==> src/rtl/ysyx_23060240_lsu.sv <==
// ============================================================================
// ysyx_23060240_lsu : multi-cycle load/store unit between EXU and WBU.
// Optional feature macro: LSU_MISALIGN_CHECK_EN. Revision: 1.0
// ============================================================================
`default_nettype none

module ysyx_23060240_lsu #(
  parameter int TIMEOUT = 16,
  parameter int TAG_W   = 5
) (
  input  logic             clk,
  input  logic             rst,
  input  logic             in_valid_i,
  output logic             in_ready_o,
  input  logic             in_rd_en_i,
  input  logic             in_wr_en_i,
  input  logic [2:0]       in_rd_ctrl_i,
  input  logic [1:0]       in_wr_size_i,
  input  logic [31:0]      in_addr_i,
  input  logic [31:0]      in_wdata_i,
  input  logic [TAG_W-1:0] in_tag_i,
  output logic             mem_req_o,
  output logic             mem_we_o,
  output logic [31:0]      mem_addr_o,
  output logic [31:0]      mem_wdata_o,
  output logic [3:0]       mem_wmask_o,
  input  logic             mem_ack_i,
  input  logic [31:0]      mem_rdata_i,
  output logic             out_valid_o,
  input  logic             out_ready_i,
  output logic [31:0]      out_rdata_o,
  output logic [TAG_W-1:0] out_tag_o,
  output logic             out_err_o
);

  localparam int CNT_W = (TIMEOUT > 1) ? $clog2(TIMEOUT) : 1;

  typedef enum logic [1:0] {
    S_IDLE = 2'd0,
    S_REQ  = 2'd1,
    S_RESP = 2'd2
  } state_t;

  state_t           state_q, state_d;
  logic             we_q, we_d;
  logic [2:0]       ctrl_q, ctrl_d;
  logic [1:0]       size_q, size_d;
  logic [31:0]      addr_q, addr_d;
  logic [31:0]      wdata_q, wdata_d;
  logic [TAG_W-1:0] tag_q, tag_d;
  logic [CNT_W-1:0] cnt_q, cnt_d;
  logic [31:0]      rdata_q, rdata_d;
  logic             err_q, err_d;

  logic             w_misalign;
  logic [7:0]       w_byte;
  logic [15:0]      w_half;
  logic [31:0]      w_load;
  logic [3:0]       w_mask;
  logic [31:0]      w_wdata;

`ifdef LSU_MISALIGN_CHECK_EN
  logic w_half_acc;
  logic w_word_acc;
  // A set wr_en makes the op a store, so size comes from wr_size then.
  assign w_half_acc = in_wr_en_i ? (in_wr_size_i == 2'b01)
                                 : (in_rd_ctrl_i == 3'b011 || in_rd_ctrl_i == 3'b100);
  assign w_word_acc = in_wr_en_i ? (in_wr_size_i == 2'b10) : (in_rd_ctrl_i == 3'b101);
  assign w_misalign = (w_half_acc & in_addr_i[0]) | (w_word_acc & (|in_addr_i[1:0]));
`else
  assign w_misalign = 1'b0;
`endif

  assign w_byte = 8'(mem_rdata_i >> {addr_q[1:0], 3'b000});
  assign w_half = addr_q[1] ? mem_rdata_i[31:16] : mem_rdata_i[15:0];

  always_comb begin
    w_load = 32'd0;
    case (ctrl_q)
      3'b001:  w_load = {{24{w_byte[7]}}, w_byte};
      3'b010:  w_load = {24'd0, w_byte};
      3'b011:  w_load = {{16{w_half[15]}}, w_half};
      3'b100:  w_load = {16'd0, w_half};
      3'b101:  w_load = mem_rdata_i;
      default: w_load = 32'd0;
    endcase
  end

  always_comb begin
    w_mask  = 4'b0000;
    w_wdata = wdata_q;
    case (size_q)
      2'b00: begin
        w_mask  = 4'b0001 << addr_q[1:0];
        w_wdata = {4{wdata_q[7:0]}};
      end
      2'b01: begin
        w_mask  = addr_q[1] ? 4'b1100 : 4'b0011;
        w_wdata = {2{wdata_q[15:0]}};
      end
      2'b10:   w_mask = 4'b1111;
      default: w_mask = 4'b0000;
    endcase
  end

  always_comb begin
    state_d = state_q;
    we_d    = we_q;
    ctrl_d  = ctrl_q;
    size_d  = size_q;
    addr_d  = addr_q;
    wdata_d = wdata_q;
    tag_d   = tag_q;
    cnt_d   = cnt_q;
    rdata_d = rdata_q;
    err_d   = err_q;
    case (state_q)
      S_IDLE: begin
        if (in_valid_i) begin
          we_d    = in_wr_en_i;
          ctrl_d  = in_rd_ctrl_i;
          size_d  = in_wr_size_i;
          addr_d  = in_addr_i;
          wdata_d = in_wdata_i;
          tag_d   = in_tag_i;
          cnt_d   = '0;
          rdata_d = 32'd0;
          err_d   = 1'b0;
          if (!in_rd_en_i && !in_wr_en_i) begin
            state_d = S_RESP;
          end else if (w_misalign) begin
            state_d = S_RESP;
            err_d   = 1'b1;
          end else begin
            state_d = S_REQ;
          end
        end
      end
      S_REQ: begin
        cnt_d = cnt_q + CNT_W'(1);
        // Ack has priority over a timeout expiring in the same cycle.
        if (mem_ack_i) begin
          rdata_d = we_q ? 32'd0 : w_load;
          state_d = S_RESP;
        end else if (TIMEOUT != 0 && cnt_q == CNT_W'(TIMEOUT - 1)) begin
          rdata_d = 32'd0;
          err_d   = 1'b1;
          state_d = S_RESP;
        end
      end
      S_RESP: begin
        if (out_ready_i) begin
          state_d = S_IDLE;
        end
      end
      default: state_d = S_IDLE;
    endcase
  end

  always_ff @(posedge clk) begin
    if (rst) begin
      state_q <= S_IDLE;
      we_q    <= 1'b0;
      ctrl_q  <= 3'd0;
      size_q  <= 2'd0;
      addr_q  <= 32'd0;
      wdata_q <= 32'd0;
      tag_q   <= '0;
      cnt_q   <= '0;
      rdata_q <= 32'd0;
      err_q   <= 1'b0;
    end else begin
      state_q <= state_d;
      we_q    <= we_d;
      ctrl_q  <= ctrl_d;
      size_q  <= size_d;
      addr_q  <= addr_d;
      wdata_q <= wdata_d;
      tag_q   <= tag_d;
      cnt_q   <= cnt_d;
      rdata_q <= rdata_d;
      err_q   <= err_d;
    end
  end

  assign in_ready_o  = (state_q == S_IDLE);
  assign mem_req_o   = (state_q == S_REQ);
  assign mem_we_o    = (state_q == S_REQ) & we_q;
  assign mem_addr_o  = {addr_q[31:2], 2'b00};
  assign mem_wdata_o = w_wdata;
  assign mem_wmask_o = ((state_q == S_REQ) && we_q) ? w_mask : 4'b0000;
  assign out_valid_o = (state_q == S_RESP);
  assign out_rdata_o = rdata_q;
  assign out_tag_o   = tag_q;
  assign out_err_o   = err_q;

endmodule

`default_nettype wire

==> config.mk <==
export PLATFORM = sky130hd
export DESIGN_NAME = ysyx_23060240_lsu
export DESIGN_NICKNAME = d
export VERILOG_FILES = /design/src/rtl/ysyx_23060240_lsu.sv
export SDC_FILE = /design/constraint.sdc
export NUM_CORES = 1
export LEC_CHECK = 0
export CAP_MARGIN = 15
export CORE_ASPECT_RATIO = 1.75
export CORE_UTILIZATION = 25
export DETAILED_ROUTE_END_ITERATION = 10
export PLACE_DENSITY = 0.59
export SYNTH_ARGS = -nofsm -noshare
export SYNTH_HDL_FRONTEND = slang
export SYNTH_SLANG_ARGS = --single-unit
==> constraint.sdc <==
create_clock -name clk -period 4.2 [get_ports clk]
set_clock_uncertainty 0.15 [all_clocks]
set_input_delay 1.05 -clock clk [delete_from_list [all_inputs] [get_ports clk]]
set_output_delay 1.05 -clock clk [all_outputs]
set_load 0.05 [all_outputs]
==> flow_summary.toml, run 1 <==
[run_status]
status = "completed"

[clocking]
clock_latency_ns = 0.42
clkSinkCount = 114
post_cts_buffers = 0
cts_buffers = 17
cts_root_buf = "clkbuf_16"
cts_tree = "yes"
cts_max_level = 4
path_clk_slew_ns = 0.05
post_cts_resized = 0
clk_path_buf_depth = 2
cts_hold_buf = 0

[global_routing]
antenna_found_initial = 1
grt_pass1_vias = 5155
grt_max_degree = 61
grt_overflow_total = 0
grt.total_usage_pct = 16.9
grt_pass1_wl_um = 29700

[worst_setup_path]
reg2regPathDepth = 5
worstPathMaxFanout = 11
path_class = "reg2out"
reg2reg_from = "addr_q[1]$_SDFFE_PP0P_"
worstPathRequired_ns = 3.00
reg2reg_slack_ns = 1.68
startpoint_type = "flop"
reg2reg_to = "out_rdata_o[20]$_SDFFE_PP0P_"
critPathCaptureType = "primary output"
cp.arrival_ns = 2.47

[logic_synthesis]
synth_area_leader_cell = "dfxtp_1"
seq_area_frac_synth_pct = 39.3
synth_top_area_share_pct = 39.3
avgSynthCellArea_um2 = 8.21
synth_most_common_cell = "nand2_1"
ys_types = 55
yosys-top-cells-count = "nand2_1 (190), dfxtp_1 (114), a21oi_1 (96)"
yosysWarningCount = 0
netlist_area_um2 = 5810
synthCells = 708
yosys_most_used_dff = "dfxtp_1"
synth_area_leaders = "dfxtp_1 (39%), nand2_1 (12%), a21oi_1 (8.3%), buf_4 (5.7%), mux2_2 (3.9%)"
ys_ff_latch = 114
synthArstFlopShare_pct = 0
synth-edff-count = 0

[final_layout]
multiInputGateArea_um2 = 2900
fillers = 2307
seq_area_um2 = 2280
insertedDiodeCount = 0
drive_above_1_share_pct = 8.57
nets = 977
syn2layout_area_growth_pct = 46.6

[worst_hold_path]
min_to = "addr_q[13]$_SDFFE_PP0P_"
hold_path_startpoint = "addr_q[13]$_SDFFE_PP0P_"
worstHoldPathCells = 2
holdCritPathClass = "reg2reg"

[power_and_ir_drop]
leakage_uw = 0.00304
vdd_drop_max_mv = 0.230
p_per_area_nw_per_um2 = 408

[drt]
firstDrtPassIters = 5
avgViaCountPerCell = 4.67
dr.first_iter.drc_count = 375
drcViolationCount = 0
wire_per_inst_um = 16.8
drt-total-wl_um = 19800
via_count = 5485
ant_nets = 0

[run]
cap_violations = 0

[timing]
setup_viol = 0
rsz0062_at_grt = "no"
slew_headroom_pct = 39.2
slew_violations = 0
final_hold_viol_count = 0
fin_setup_tns_ns = 0
hold_slack_ns = 0.301
fin_crit_sh_pct = 87.4
worstMarginPinSlew_ns = 0.894
min_period_ns = 3.67
fmax_ghz = 0.272

[die]
start_util_pct = 25.6
dieHeight_um = 204
ioPinCount = 223
dieArea_um2 = 23900
row_count = 73
fp.dieW_um = 117
core_um2 = 22700

[placed_design]
dpl.hpwl_um = 14200
place.gp.congestion = 0.791
port_buffers = 220
-- layout make-up --
type | instances | share of cell area [%]
Clock buffer | 21 | 5.52
Clock inverter | 10 | 1.56
Inverter | 17 | 0.749
Multi-Input combinational cell | 482 | 34.1
Sequential cell | 114 | 26.8
Tap cell | 300 | 4.40
Timing Repair Buffer | 231 | 26.9
-- cells by family (layout without fill, tap and decap cells) --
family	after synthesis	after routing	share of synthesized area, %
and+or+nand+nor	251	251	20.0
AOI/OAI and AO/OA	190	190	20.3
DFF	114	114	39.3
buffers and inverters	113	279	11.0
muxes	37	37	8.97
adders and majority gates	1	1	0.215
other	1	2	0.0645
xor gates and xnor gates	1	1	0.151
-- worst max-delay path by stage --
stage               cells past startpoint                    start                           end
global placement                        5          mem_rdata_i[23]  out_rdata_o[20]$_SDFFE_PP0P_
detailed placement                      5          mem_rdata_i[23]  out_rdata_o[20]$_SDFFE_PP0P_
floorplan                               6  state_q[1]$_SDFFE_PP0P_                mem_wmask_o[0]
finish                                  6  state_q[0]$_SDFFE_PP0P_                mem_wmask_o[1]
global route                            6  state_q[0]$_SDFFE_PP0P_                mem_wmask_o[0]
CTS                                     6  state_q[0]$_SDFFE_PP0P_                mem_wmask_o[1]
-- power by group --
group          switching [uW]  total [uW]  leakage (uW)  internal (uW)
sequential               49.7        1190      0.000930           1140
clock                     517        1490      0.000291            970
combinational             486         796       0.00182            310
-- sequential cells by signal, summed over array words and instances, names as in the netlist, 2 cells and up --
name         count
addr_q          32
out_rdata_o     32
wdata_q         32
out_tag_o        5
cnt_q            4
ctrl_q           3
size_q           2
state_q          2
-- critical path, stage by stage (launching register included) --
cell	delay, ns
dfxtp_1	0.52
nand2b_1	0.14
inv_1	0.11
and2_1	0.17
nand2_1	0.15
a21oi_1	0.15
clkdlybuf4s50_1	0.81
-- cells in the final DEF (no fill, tap or decap), drive strengths merged, types with 4 or more instances in the layout --
cell type and n:
a21oi 97, nor2 14, clkbuf 21, inv 17, o21ai 34, clkdlybuf4s50 219, o311ai 7, nand4bb 5
nand2 190, dfxtp 114, mux4 8, a22o 25, nand2b 5, nand4b 6, o22ai 7, a221o 9
mux2i 9, nor3b 12, mux2 20, clkinv 4, buf 12
-- layer usage --
layer | GRT usage [%] | up-vias | share of wire [%]
li1 | - | 2720 | -
met1 | 18.1 | 2569 | 38
met2 | 30.3 | 160 | 54
met3 | 3.92 | 36 | 4.8
met4 | 8.09 | 0 | 2.8
met5 | 0 | - | 0
-- metrics by stage --
| stage | area [um2] | worst slack, ns | utilization [%] | power [uW] | std cells |
|---|---|---|---|---|---|
| after floorplan | 5820 | 0.551 | - | 1740 | 709 |
| after global placement | 7920 | 0.984 | 34.8 | 2010 | 1144 |
| after detailed placement | 7920 | 0.935 | 34.8 | 2020 | 1144 |
| after CTS | 8520 | 0.529 | 37.5 | 3520 | 1175 |
| after global routing | 8520 | 0.365 | 37.5 | 3630 | 1175 |
| final | 8520 | 0.529 | 37.5 | 3480 | 1175 |
No activity file was read; power rests on OpenSTA's default activity.
==> inputs of run 2 (changes only) <==
--- a/config.mk
+++ b/config.mk
@@ -9,6 +9,7 @@
 export CORE_ASPECT_RATIO = 1.75
 export CORE_UTILIZATION = 25
 export DETAILED_ROUTE_END_ITERATION = 10
+export GPL_ROUTABILITY_DRIVEN = 0
 export PLACE_DENSITY = 0.59
 export SYNTH_ARGS = -nofsm -noshare
 export SYNTH_HDL_FRONTEND = slang
==> results of run 2 <==
Final layout, timing and power as in run 1 (identical DEF).
